### src/rtl/alarm_ctrl.sv
// Alarm sequencer: setpoint register, 1 Hz match against time of day, and the IDLE/ARMED/RINGING/SNOOZE machine.
// Every output is registered and changes one clk after the input that caused it.
module alarm_ctrl #(
  parameter int RING_SECS  = 60,
  parameter int SNOOZE_MIN = 5,
  parameter int MAX_SNOOZE = 3
) (
  input  logic       clk,
  input  logic       rst_n,
  input  logic       sec_tick,
  input  logic [4:0] time_hh,
  input  logic [5:0] time_mm,
  input  logic [5:0] time_ss,
  input  logic       arm,
  input  logic       set_alarm,
  input  logic [4:0] set_hh,
  input  logic [5:0] set_mm,
  input  logic       snooze,
  input  logic       stop,
  output logic       ring,
  output logic       gate_en,
  output logic       set_err,
  output logic [1:0] state,
  output logic [4:0] alm_hh,
  output logic [5:0] alm_mm
);

  localparam int SNZ_TICKS = SNOOZE_MIN * 60;
  localparam int RW = $clog2(RING_SECS + 1);
  localparam int SW = $clog2(SNZ_TICKS + 1);
  localparam int UW = (MAX_SNOOZE < 2) ? 1 : $clog2(MAX_SNOOZE + 1);

  localparam logic [RW-1:0] RING_LD  = RW'(RING_SECS);
  localparam logic [SW-1:0] SNZ_LD   = SW'(SNZ_TICKS);
  localparam logic [UW-1:0] USED_MAX = UW'(MAX_SNOOZE);
  localparam logic [RW-1:0] RING_ONE = RW'(1);
  localparam logic [SW-1:0] SNZ_ONE  = SW'(1);
  localparam logic [UW-1:0] USED_ONE = UW'(1);

  typedef enum logic [1:0] {
    ST_IDLE    = 2'd0,
    ST_ARMED   = 2'd1,
    ST_RINGING = 2'd2,
    ST_SNOOZE  = 2'd3
  } state_e;

  state_e          state_q, state_d;
  logic [RW-1:0]   ring_cnt_q, ring_cnt_d;
  logic [SW-1:0]   snooze_cnt_q, snooze_cnt_d;
  logic [UW-1:0]   snooze_used_q, snooze_used_d;
  logic            ring_q, ring_d;
  logic            gate_en_q, gate_en_d;
  logic            set_err_q, set_err_d;
  logic [4:0]      alm_hh_q, alm_hh_d;
  logic [5:0]      alm_mm_q, alm_mm_d;

  logic set_ok;
  logic match;

  assign set_ok = (set_hh < 5'd24) && (set_mm < 6'd60);
  // Qualifying on the tick and second zero keeps a held time from re-firing.
  assign match  = sec_tick && (time_hh == alm_hh_q) && (time_mm == alm_mm_q) &&
                  (time_ss == 6'd0);

  always_comb begin
    state_d       = state_q;
    ring_cnt_d    = ring_cnt_q;
    snooze_cnt_d  = snooze_cnt_q;
    snooze_used_d = snooze_used_q;
    gate_en_d     = gate_en_q;
    set_err_d     = 1'b0;
    alm_hh_d      = alm_hh_q;
    alm_mm_d      = alm_mm_q;

    if (set_alarm) begin
      if (set_ok) begin
        alm_hh_d = set_hh;
        alm_mm_d = set_mm;
      end else begin
        set_err_d = 1'b1;
      end
    end

    case (state_q)
      ST_IDLE: begin
        if (arm) state_d = ST_ARMED;
      end
      ST_ARMED: begin
        if (!arm) begin
          state_d = ST_IDLE;
        end else if (match) begin
          state_d       = ST_RINGING;
          ring_cnt_d    = RING_LD;
          snooze_used_d = '0;
          gate_en_d     = 1'b1;
        end
      end
      ST_RINGING: begin
        if (!arm) begin
          state_d = ST_IDLE;
        end else if (stop) begin
          state_d = ST_ARMED;
        end else if (snooze && (snooze_used_q < USED_MAX)) begin
          state_d       = ST_SNOOZE;
          snooze_cnt_d  = SNZ_LD;
          snooze_used_d = snooze_used_q + USED_ONE;
        end else if (sec_tick) begin
          // A snooze refused at the limit falls through so the tick still counts.
          if (ring_cnt_q == RING_ONE) begin
            state_d = ST_ARMED;
          end else begin
            ring_cnt_d = ring_cnt_q - RING_ONE;
            gate_en_d  = ~gate_en_q;
          end
        end
      end
      ST_SNOOZE: begin
        if (!arm) begin
          state_d = ST_IDLE;
        end else if (stop) begin
          state_d = ST_ARMED;
        end else if (sec_tick) begin
          if (snooze_cnt_q == SNZ_ONE) begin
            state_d    = ST_RINGING;
            ring_cnt_d = RING_LD;
            gate_en_d  = 1'b1;
          end else begin
            snooze_cnt_d = snooze_cnt_q - SNZ_ONE;
          end
        end
      end
      default: state_d = ST_IDLE;
    endcase

    ring_d = (state_d == ST_RINGING);
    if (state_d != ST_RINGING) gate_en_d = 1'b0;
  end

  always_ff @(posedge clk or negedge rst_n) begin
    if (!rst_n) begin
      state_q       <= ST_IDLE;
      ring_cnt_q    <= '0;
      snooze_cnt_q  <= '0;
      snooze_used_q <= '0;
      ring_q        <= 1'b0;
      gate_en_q     <= 1'b0;
      set_err_q     <= 1'b0;
      alm_hh_q      <= '0;
      alm_mm_q      <= '0;
    end else begin
      state_q       <= state_d;
      ring_cnt_q    <= ring_cnt_d;
      snooze_cnt_q  <= snooze_cnt_d;
      snooze_used_q <= snooze_used_d;
      ring_q        <= ring_d;
      gate_en_q     <= gate_en_d;
      set_err_q     <= set_err_d;
      alm_hh_q      <= alm_hh_d;
      alm_mm_q      <= alm_mm_d;
    end
  end

  assign ring    = ring_q;
  assign gate_en = gate_en_q;
  assign set_err = set_err_q;
  assign state   = state_q;
  assign alm_hh  = alm_hh_q;
  assign alm_mm  = alm_mm_q;

endmodule
### config.mk
export PLATFORM = sky130hd
export DESIGN_NAME = alarm_ctrl
export DESIGN_NICKNAME = d
export VERILOG_FILES = /design/src/rtl/alarm_ctrl.sv
export SDC_FILE = /design/constraint.sdc
export NUM_CORES = 1
export LEC_CHECK = 0
export BUFFER_PORTS_ARGS = -buffer_cell sky130_fd_sc_hd__buf_2
export CAP_MARGIN = 20
export CORE_UTILIZATION = 35
export CTS_CLUSTER_DIAMETER = 30
export DETAILED_ROUTE_END_ITERATION = 12
export SYNTH_ARGS = -nofsm -noshare
export SYNTH_HDL_FRONTEND = slang
export SYNTH_SLANG_ARGS = --single-unit
### constraint.sdc
create_clock -name clk -period 4.2 [get_ports clk]
set_input_delay 0.21 -clock clk [delete_from_list [all_inputs] [get_ports clk]]
set_output_delay 0.21 -clock clk [all_outputs]
set_load 0.02 [all_outputs]
Yosys cells after proc, flatten, opt, wreduce, memory -nomap -nowiden

Index checks and enable logic that the tools add are counted.

Logic and storage cells: 119
Output and inout bits: 16
Bits of input ports: 35
Bits in registers: 33

$add $sub $neg: 3
Muxes and demuxes: 54
Reductions and logical operators: 16
Order comparisons: 3
Eq/ne operators: 33
Bitwise operators: 1

Operator list:

| cell                  | count |
|---|---|
| $mux W6               | 11 |
| $mux W9               | 7 |
| $mux W2               | 17 |
| $ne A3 B3 Y1 const B  | 11 |
| $ne A2 B2 Y1 const B  | 14 |
| $reduce_and A12 Y1    | 2 |
| $pmux W6 S3           | 1 |
| $pmux W9 S2           | 1 |
| $mux W1               | 14 |
| $eq A9 B1 Y1 const B  | 1 |
| $sub A9 B1 Y9 const B | 1 |
| $pmux W2 S4           | 1 |
| $reduce_and A8 Y1     | 1 |
| $eq A2 B2 Y1 const B  | 3 |
| $eq A6 B1 Y1 const B  | 1 |
| $eq A6 B6 Y1          | 1 |
| $logic_not A6 Y1      | 1 |
| $lt A6 B6 Y1 const B  | 1 |
| $reduce_and A6 Y1     | 1 |
| $sub A6 B1 Y6 const B | 1 |
| $eq A5 B5 Y1          | 1 |
| $logic_and A1 B1 Y1   | 5 |
| $lt A5 B5 Y1 const B  | 1 |
| $pmux W2 S2           | 1 |
| 10 further kinds      | 11 |

Logic depth before layout (Yosys ltp)

Gate-level depths: netlist of the first run.

Depth after elaboration: 10
Depth in mapped cells: 9
Depth with buffers taken out: 8

Worst setup path after synthesis of the first run

Ideal clock, no wire load.

Path type: reg-to-reg
Start point: register snooze_cnt_q[1]
End point: register ring_cnt_q[4]
Cell stages (with the launch flop): 10
Clock period less this slack: 2208 ps
Data required time: 4060 ps
Path slack: 1992 ps
Setup time: 140 ps
Buffers on the path: 1
Arrival: 2068 ps
Cells stage by stage: dfrtp_1 -> inv_1 -> ha_1 -> nor4b_1 -> nand4b_1 -> a22o_1 -> a2111oi_4 -> buf_6 -> mux2i_1 -> a31oi_1

Longest elaborated chain between the ends: 3

RTL lines:

| item                         | line | source |
|---|---|---|
| start, declared              | 49   | `logic [SW-1:0] snooze_cnt_q, snooze_cnt_d;` |
| start signal, assigned       | 153  | `snooze_cnt_q <= snooze_cnt_d;` |
| $eq A9 B1 Y1                 | 123  | `if (snooze_cnt_q == SNZ_ONE) begin` |
| $ne A2 B2 Y1 (no line)       | -    |  |
| $reduce_and A12 Y1 (no line) | -    |  |
| end signal, assigned         | 152  | `ring_cnt_q <= ring_cnt_d;` |
| end, declared                | 48   | `logic [RW-1:0] ring_cnt_q, ring_cnt_d;` |

No other way between the ends.
A chain may end at the register's enable or synchronous reset.

Worst setup path after layout of the first run

Start point: register state_q[0], in the netlist state[0]
End point: register snooze_cnt_q[6]

Longest elaborated chain between the ends: 3
Elaborated cells between the ends (all ways): 12
Those cells by class: 9 x eq/ne; 1 x mux; 2 x reduce/logical

RTL lines:

| item                                                         | line | source |
|---|---|---|
| start, declared                                              | 47   | `state_e state_q, state_d;` |
| start signal, assigned                                       | 151  | `state_q <= state_d;` |
| $eq A2 B2 Y1                                                 | 84   | `case (state_q)` |
| $ne A2 B2 Y1 (no line) or $reduce_bool A2 Y1 (tied branches) | -    |  |
| $reduce_and A8 Y1 (no line)                                  | -    |  |

Parallel ways exist; a longest one is shown, timed or not.

==> out/metrics.cfg, run 1 <==
[sta]
timing.final.ws_setup_ns=1.32
finalWorstPathRequiredPeriod_ns=2.88
final_max_slew_viol_count=0
layout_worst_path_cycle_share=0.685
timing.final.setup_violations=0
max_freq_ghz=0.347
finalClockSkew_ns=0.00646
whs_ns=-0.0205
fin_setup_tns_ns=0
grt_setup_unrepaired=false
hold_viol_final=33
worstMarginPinSlew_ns=0.835
maxSlewHeadroom=0.443

[placement]
detailedPlace.worstSlack_ns=1.38
hpwl_mm=3.20
place_inst=315
gp_congestion=0.789
io_buffer_count=50

[logic_synthesis]
synth_most_common_cell=sky130_fd_sc_hd__dfrtp_1
async_flop_share=1.00
synth_area_leader_cell=sky130_fd_sc_hd__dfrtp_1
synth-main-ff-cell=sky130_fd_sc_hd__dfrtp_1
netlist_area_before_placement_um2=2030
netlist_instances=201
avgSynthCellArea_um2=10.1
post_synth_num_cell_types=46
synth_enable_flop_cells=0
synth.top_cells.by_count=sky130_fd_sc_hd__dfrtp_1, sky130_fd_sc_hd__nand2_1, sky130_fd_sc_hd__xor2_1
synth_area_leaders=sky130_fd_sc_hd__dfrtp_1, sky130_fd_sc_hd__mux2_2, sky130_fd_sc_hd__xor2_1
area_share_of_the_largest_cell_type_after_synthesis=0.407
synthesis.nets=246
synth_warnings=0
synth_seq_area_share=0.407
synth.ff_latch_count=33

[route]
dr_total_vias=1670
drt_drc_violations_left=0
route.detailed.wl_per_inst_um=13.2
dr.first_iter.drc_count=88
postRouteAntennaNets=0
vias_per_cell=5.17
drt-pass1-iter-count=4
wirelength_mm=4.28

[clock_network]
root_buffer=sky130_fd_sc_hd__clkbuf_8
htreeDepth=2
clock_tree.buffer_depth=2
ctsResizeCount=0
cts_post_setup_buffers_inserted=0
cts-buffers-inserted=5
clk_latency_ns=0.29
clock_pin_slew_of_the_registers_on_the_worst_case_setup_and_hold_paths_ns=0.07
cts.hold.buffers_added=0
tritoncts=done
clock-sinks=33

[critical_path]
crit_slowest_cell=sky130_fd_sc_hd__ha_1
critical-path-top-delay-family=adder cells
timing.critical_path.buf_inv=1
path_common_cell=sky130_fd_sc_hd__nor2_1
timing.critical_path.from_type=flip-flop
cp_slowest_stage_delay_ns=0.74
worst-path-max-fanout=25
required_time_of_the_critical_path_ns=4.36
endpoint_kind_of_the_worst_setup_timing_path=flip-flop
cp_cell_sequence=inv_1 -> ha_1 -> nor2_1 -> a2111oi_2 -> nand4_1 -> nor3_1 -> xnor2_1 -> nor2_1
setup.worst_path.class=flip-flop to flip-flop
arrival_worst_endpoint_ns=3.04

[floorplan]
core.rowCount=27
die-height_um=78.1
ios=51
initial_standard_cell_utilization_of_the_core=0.366
die-width_um=78.1
core-area_um2=5540
die_area_um2=6100

[global_routing]
antenna_violations_before_repair=0
grt_pass1_wl_mm=7.02
maximum_number_of_pins_on_one_net_before_global_route_repair=34
global_route.overflow_total=0
total_routing_usage_gr=0.146
grt_pass1_vias=1518

[layout]
num-nets-final=295
utilization=0.439
area_delta_synth_final_pct=19.9
ratio_of_cells_with_drive_above_1_in_the_final_layout=0.315
insertedDiodeCount=0
layout.filler_cells=547
instances_no_fill=323

[worst_hold_path]
worstHoldPathType=input pin to asynchronous set/reset pin

[pwr]
vdd.ir_drop.worst_v=0.000131
powerDensity_nw_per_um2=358
power.leakage_nw=1.11
p_total_uw=869

[flow_run]
maxCapViolCount=0

[run_status]
violations=hold timing
result_of_the_run=finished, violations left

-- path summary, 6_finish.rpt --
kind | startpoint | to | slack, ns | cells past startpoint
setup reg to reg | state[0] | snooze_cnt_q[6] | 1.32 | 8
setup / recovery | state[0] | snooze_cnt_q[6] | 1.32 | 8
hold / removal | rst_n | gate_en | -0.02 | 1
min in group clk | set_mm[0] | alm_mm[0] | 0.16 | 2
max in group asynchronous | rst_n | alm_mm[0] | 3.76 | 1
hold reg to reg | snooze_used_q[1] | snooze_used_q[1] | 0.54 | 2
-- area by class of cell --
cell class,count,area [um2],share of cell area
multi-input combinational,150,1130,0.463
sequential,33,826,0.340
timing repair buffer,50,250,0.103
clock buffer,7,96.3,0.0396
tap,72,90.1,0.0371
inverter,10,37.5,0.0154
clock inverter,1,5.00,0.00206
-- cell usage in the layout (no fill, tap or decap), types with 2 or more instances in the layout --
| cell type | synthesis | layout |
|---|---|---|
| sky130_fd_sc_hd__xnor2_1 | 2 | 2 |
| sky130_fd_sc_hd__or3_1 | 4 | 4 |
| sky130_fd_sc_hd__a22oi_1 | 2 | 2 |
| sky130_fd_sc_hd__o221a_2 | 2 | 2 |
| sky130_fd_sc_hd__nor4_1 | 3 | 3 |
| sky130_fd_sc_hd__nor2_1 | 12 | 12 |
| sky130_fd_sc_hd__o21ai_0 | 7 | 7 |
| sky130_fd_sc_hd__nor2b_1 | 5 | 5 |
| sky130_fd_sc_hd__a21boi_0 | 2 | 2 |
| sky130_fd_sc_hd__nand3_1 | 10 | 10 |
| sky130_fd_sc_hd__nand2_1 | 15 | 15 |
| sky130_fd_sc_hd__clkbuf_8 | 0 | 7 |
| sky130_fd_sc_hd__mux2_2 | 12 | 12 |
| sky130_fd_sc_hd__nand2b_1 | 4 | 4 |
| sky130_fd_sc_hd__a221oi_2 | 2 | 2 |
| sky130_fd_sc_hd__xor2_1 | 15 | 15 |
| sky130_fd_sc_hd__ha_1 | 10 | 10 |
| sky130_fd_sc_hd__mux2i_1 | 3 | 3 |
| sky130_fd_sc_hd__nor3_1 | 9 | 9 |
| sky130_fd_sc_hd__inv_1 | 10 | 10 |
| sky130_fd_sc_hd__buf_2 | 1 | 50 |
| sky130_fd_sc_hd__a31oi_1 | 2 | 2 |
| sky130_fd_sc_hd__nand4_1 | 9 | 9 |
| sky130_fd_sc_hd__dfrtp_1 | 33 | 33 |
-- cell families after synthesis --
family          after synthesis  synth area share
compound gates               27             0.118
xor+xnor                     17            0.0734
fa+ha+maj                    10            0.0617
buf+inv                      18            0.0376
flops                        33             0.407
mux                          15            0.0814
simple gates                 81             0.221
-- state kept, by name, indices dropped and copies added, names as in the netlist --
register,flops
ring,1
snooze_cnt_q,9
snooze_used_q,2
ring_cnt_q,6
gate_en,1
set_err,1
alm_hh,5
alm_mm,6
state,2
-- layer usage --
metal  routed length (um)  GRT usage
met5                    0          0
met4                   55     0.0556
met3                  281     0.0395
met2                 1930      0.236
met1                 2010      0.186
-- power breakdown --
group          internal [mW]  total (mW)  leakage (nW)  switching, mW
sequential             0.339       0.358         0.413         0.0194
combinational          0.104       0.247         0.642          0.144
clock                  0.148       0.264        0.0542          0.115
-- stage by stage --
step           hold slack [ns]  instance area [um2]
6_report               -0.0205                 2430
2_1_floorplan          -0.0856                 2030
4_1_cts                 0.0122                 2430
5_1_grt                 0.0635                 2430
3_5_place_dp             0.319                 2330
3_3_place_gp             0.318                 2330
No activity file was read; power rests on OpenSTA's default activity.
==> inputs of run 2 (changes only) <==
Clock period 4.2 ns to 2.6 ns, I/O delays scaled along.
==> out/metrics.cfg, run 2 (same netlist as run 1, synthesis figures left out) <==
[layout]
ratio_of_cells_with_drive_above_1_in_the_final_layout=0.328
num-nets-final=303
largest_register=snooze_cnt_q
utilization=0.455
mostFrequentLayoutCell=sky130_fd_sc_hd__buf_2
area_delta_synth_final_pct=24.3
insertedDiodeCount=0
flip_flop_count_of_the_largest_register_after_layout=9
layout.cells.most_common_list=sky130_fd_sc_hd__buf_2, sky130_fd_sc_hd__dfrtp_1, sky130_fd_sc_hd__nand2_1, sky130_fd_sc_hd__xor2_1

[sta]
worstMarginPinSlew_ns=0.728
timing.final.setup_violations=0
grt_setup_unrepaired=false
finalClockSkew_ns=0.00314
final_max_slew_viol_count=0
fin_setup_tns_ns=0
maxSlewHeadroom=0.514
layout_worst_path_cycle_share=0.904
timing.final.ws_setup_ns=0.250
finalWorstPathRequiredPeriod_ns=2.35
whs_ns=0.0747
max_freq_ghz=0.426
hold_viol_final=0

[floorplan]
die-width_um=78.1
core-area_um2=5540
initial_standard_cell_utilization_of_the_core=0.366
core.rowCount=27
die-height_um=78.1
die_area_um2=6100
ios=51

[pwr]
total_switching_power_uw=460
powerDensity_nw_per_um2=594
switching_share=0.307
p_total_mw=1.50
share_seq_of_total_power=0.388
vdd.ir_drop.worst_v=0.000277
clock_power_share=0.332
p_int_mw=1.04
p_comb_frac=0.280
power.leakage_nw=1.16

[route]
dr.first_iter.drc_count=80
drt-pass1-iter-count=6
dr_total_vias=1721
drt_drc_violations_left=0
wirelength_mm=4.54
route.detailed.wl_per_inst_um=13.7
postRouteAntennaNets=0
vias_per_cell=5.20

[global_routing]
grt_pass1_vias=1601
global_route.overflow_total=0
antenna_violations_before_repair=0
grt_pass1_wl_mm=7.67
maximum_number_of_pins_on_one_net_before_global_route_repair=34
total_routing_usage_gr=0.161

[critical_path]
endpoint_of_the_most_critical_register_to_register_path=ring_cnt_q[5]
timing.critical_path.buf_inv=2
worst-path-stages=9
ff2ff_path_depth=9
worst-path-max-fanout=11
cp_slowest_stage_delay_ns=0.62
crit_path_start=ring_cnt_q[1]
required_time_of_the_critical_path_ns=2.80
r2r-start=ring_cnt_q[1]
cp_cell_sequence=inv_1 -> ha_1 -> or4b_2 -> o211ai_1 -> a22o_1 -> a2111oi_4 -> buf_4 -> and4_1 -> nor3_1
cp-endpoint=ring_cnt_q[5]
r2r_slack_ns=0.25
setup.worst_path.class=flip-flop to flip-flop
crit_slowest_cell=sky130_fd_sc_hd__or4b_2
critical-path-top-delay-family=simple AND/OR/NAND/NOR gates
arrival_worst_endpoint_ns=2.55
timing.critical_path.from_type=flip-flop
endpoint_kind_of_the_worst_setup_timing_path=flip-flop

[placement]
gp_congestion=0.832
hpwl_mm=3.49
io_buffer_count=50
detailedPlace.worstSlack_ns=0.283

[clock_network]
root_buffer=sky130_fd_sc_hd__clkbuf_8
ctsResizeCount=0
htreeDepth=2
clk_latency_ns=0.28
tritoncts=done
cts-buffers-inserted=5
clock_tree.buffer_depth=2
clock_pin_slew_of_the_registers_on_the_worst_case_setup_and_hold_paths_ns=0.07
clock-sinks=33

[run_status]
result_of_the_run=completed

[flow_run]
maxCapViolCount=0

[worst_hold_path]
worstHoldPathType=input pin to flip-flop

run 2: worst min path at each step:
| stage | startpoint | endpoint | slack (ns) | depth (start not counted) |
|---|---|---|---|---|
| after floorplan | rst_n | alm_hh[0] | -0.17 | 0 |
| after global placement | rst_n | snooze_cnt_q[5] | 0.24 | 1 |
| after detailed placement | rst_n | alm_hh[2] | 0.24 | 1 |
| after CTS | set_mm[1] | alm_mm[1] | 0.07 | 2 |
| after global routing | set_hh[2] | alm_hh[2] | 0.07 | 2 |
| final | set_mm[1] | alm_mm[1] | 0.07 | 2 |
run 2: final cells by class:
| cell class | count | area (um2) |
|---|---|---|
| Tap cell | 72 | 90.1 |
| Fill cell | 533 | 3020 |
| Timing Repair Buffer | 58 | 325 |
| Clock buffer | 7 | 86.3 |
| Clock inverter | 1 | 30.0 |
| Multi-Input combinational cell | 150 | 1130 |
| Inverter | 10 | 37.5 |
| Sequential cell | 33 | 826 |
run 2: power groups by stage:
stage	clock network, mW	logic, mW	registers [mW]
CTS	0.507	0.423	0.581
floorplan	0	0.256	0.629
finish	0.498	0.419	0.581
detailed placement	0	0.419	0.590
global route	0.534	0.461	0.585
global placement	0	0.418	0.590
run 2: repair_timing:
item                                    CTS  global route
setup buffers                             0             0
endpoints found under the hold margin    33             0
hold buffers                              1             0
endpoints found under the setup margin    0             0
run 2: per-stage QoR:
stage / std cells / area (um2)
2_1_floorplan: 201 / 2030
3_3_place_gp: 322 / 2390
3_5_place_dp: 322 / 2390
4_1_cts: 331 / 2520
5_1_grt: 331 / 2520
6_report: 331 / 2520
run 2: layer usage:
metal,up-vias,GRT usage,wire length (um)
met3,4,0.0465,358
met5,-,0,0
met2,73,0.260,2100
met4,0,0.0500,56
li1,838,-,-
met1,806,0.209,2020
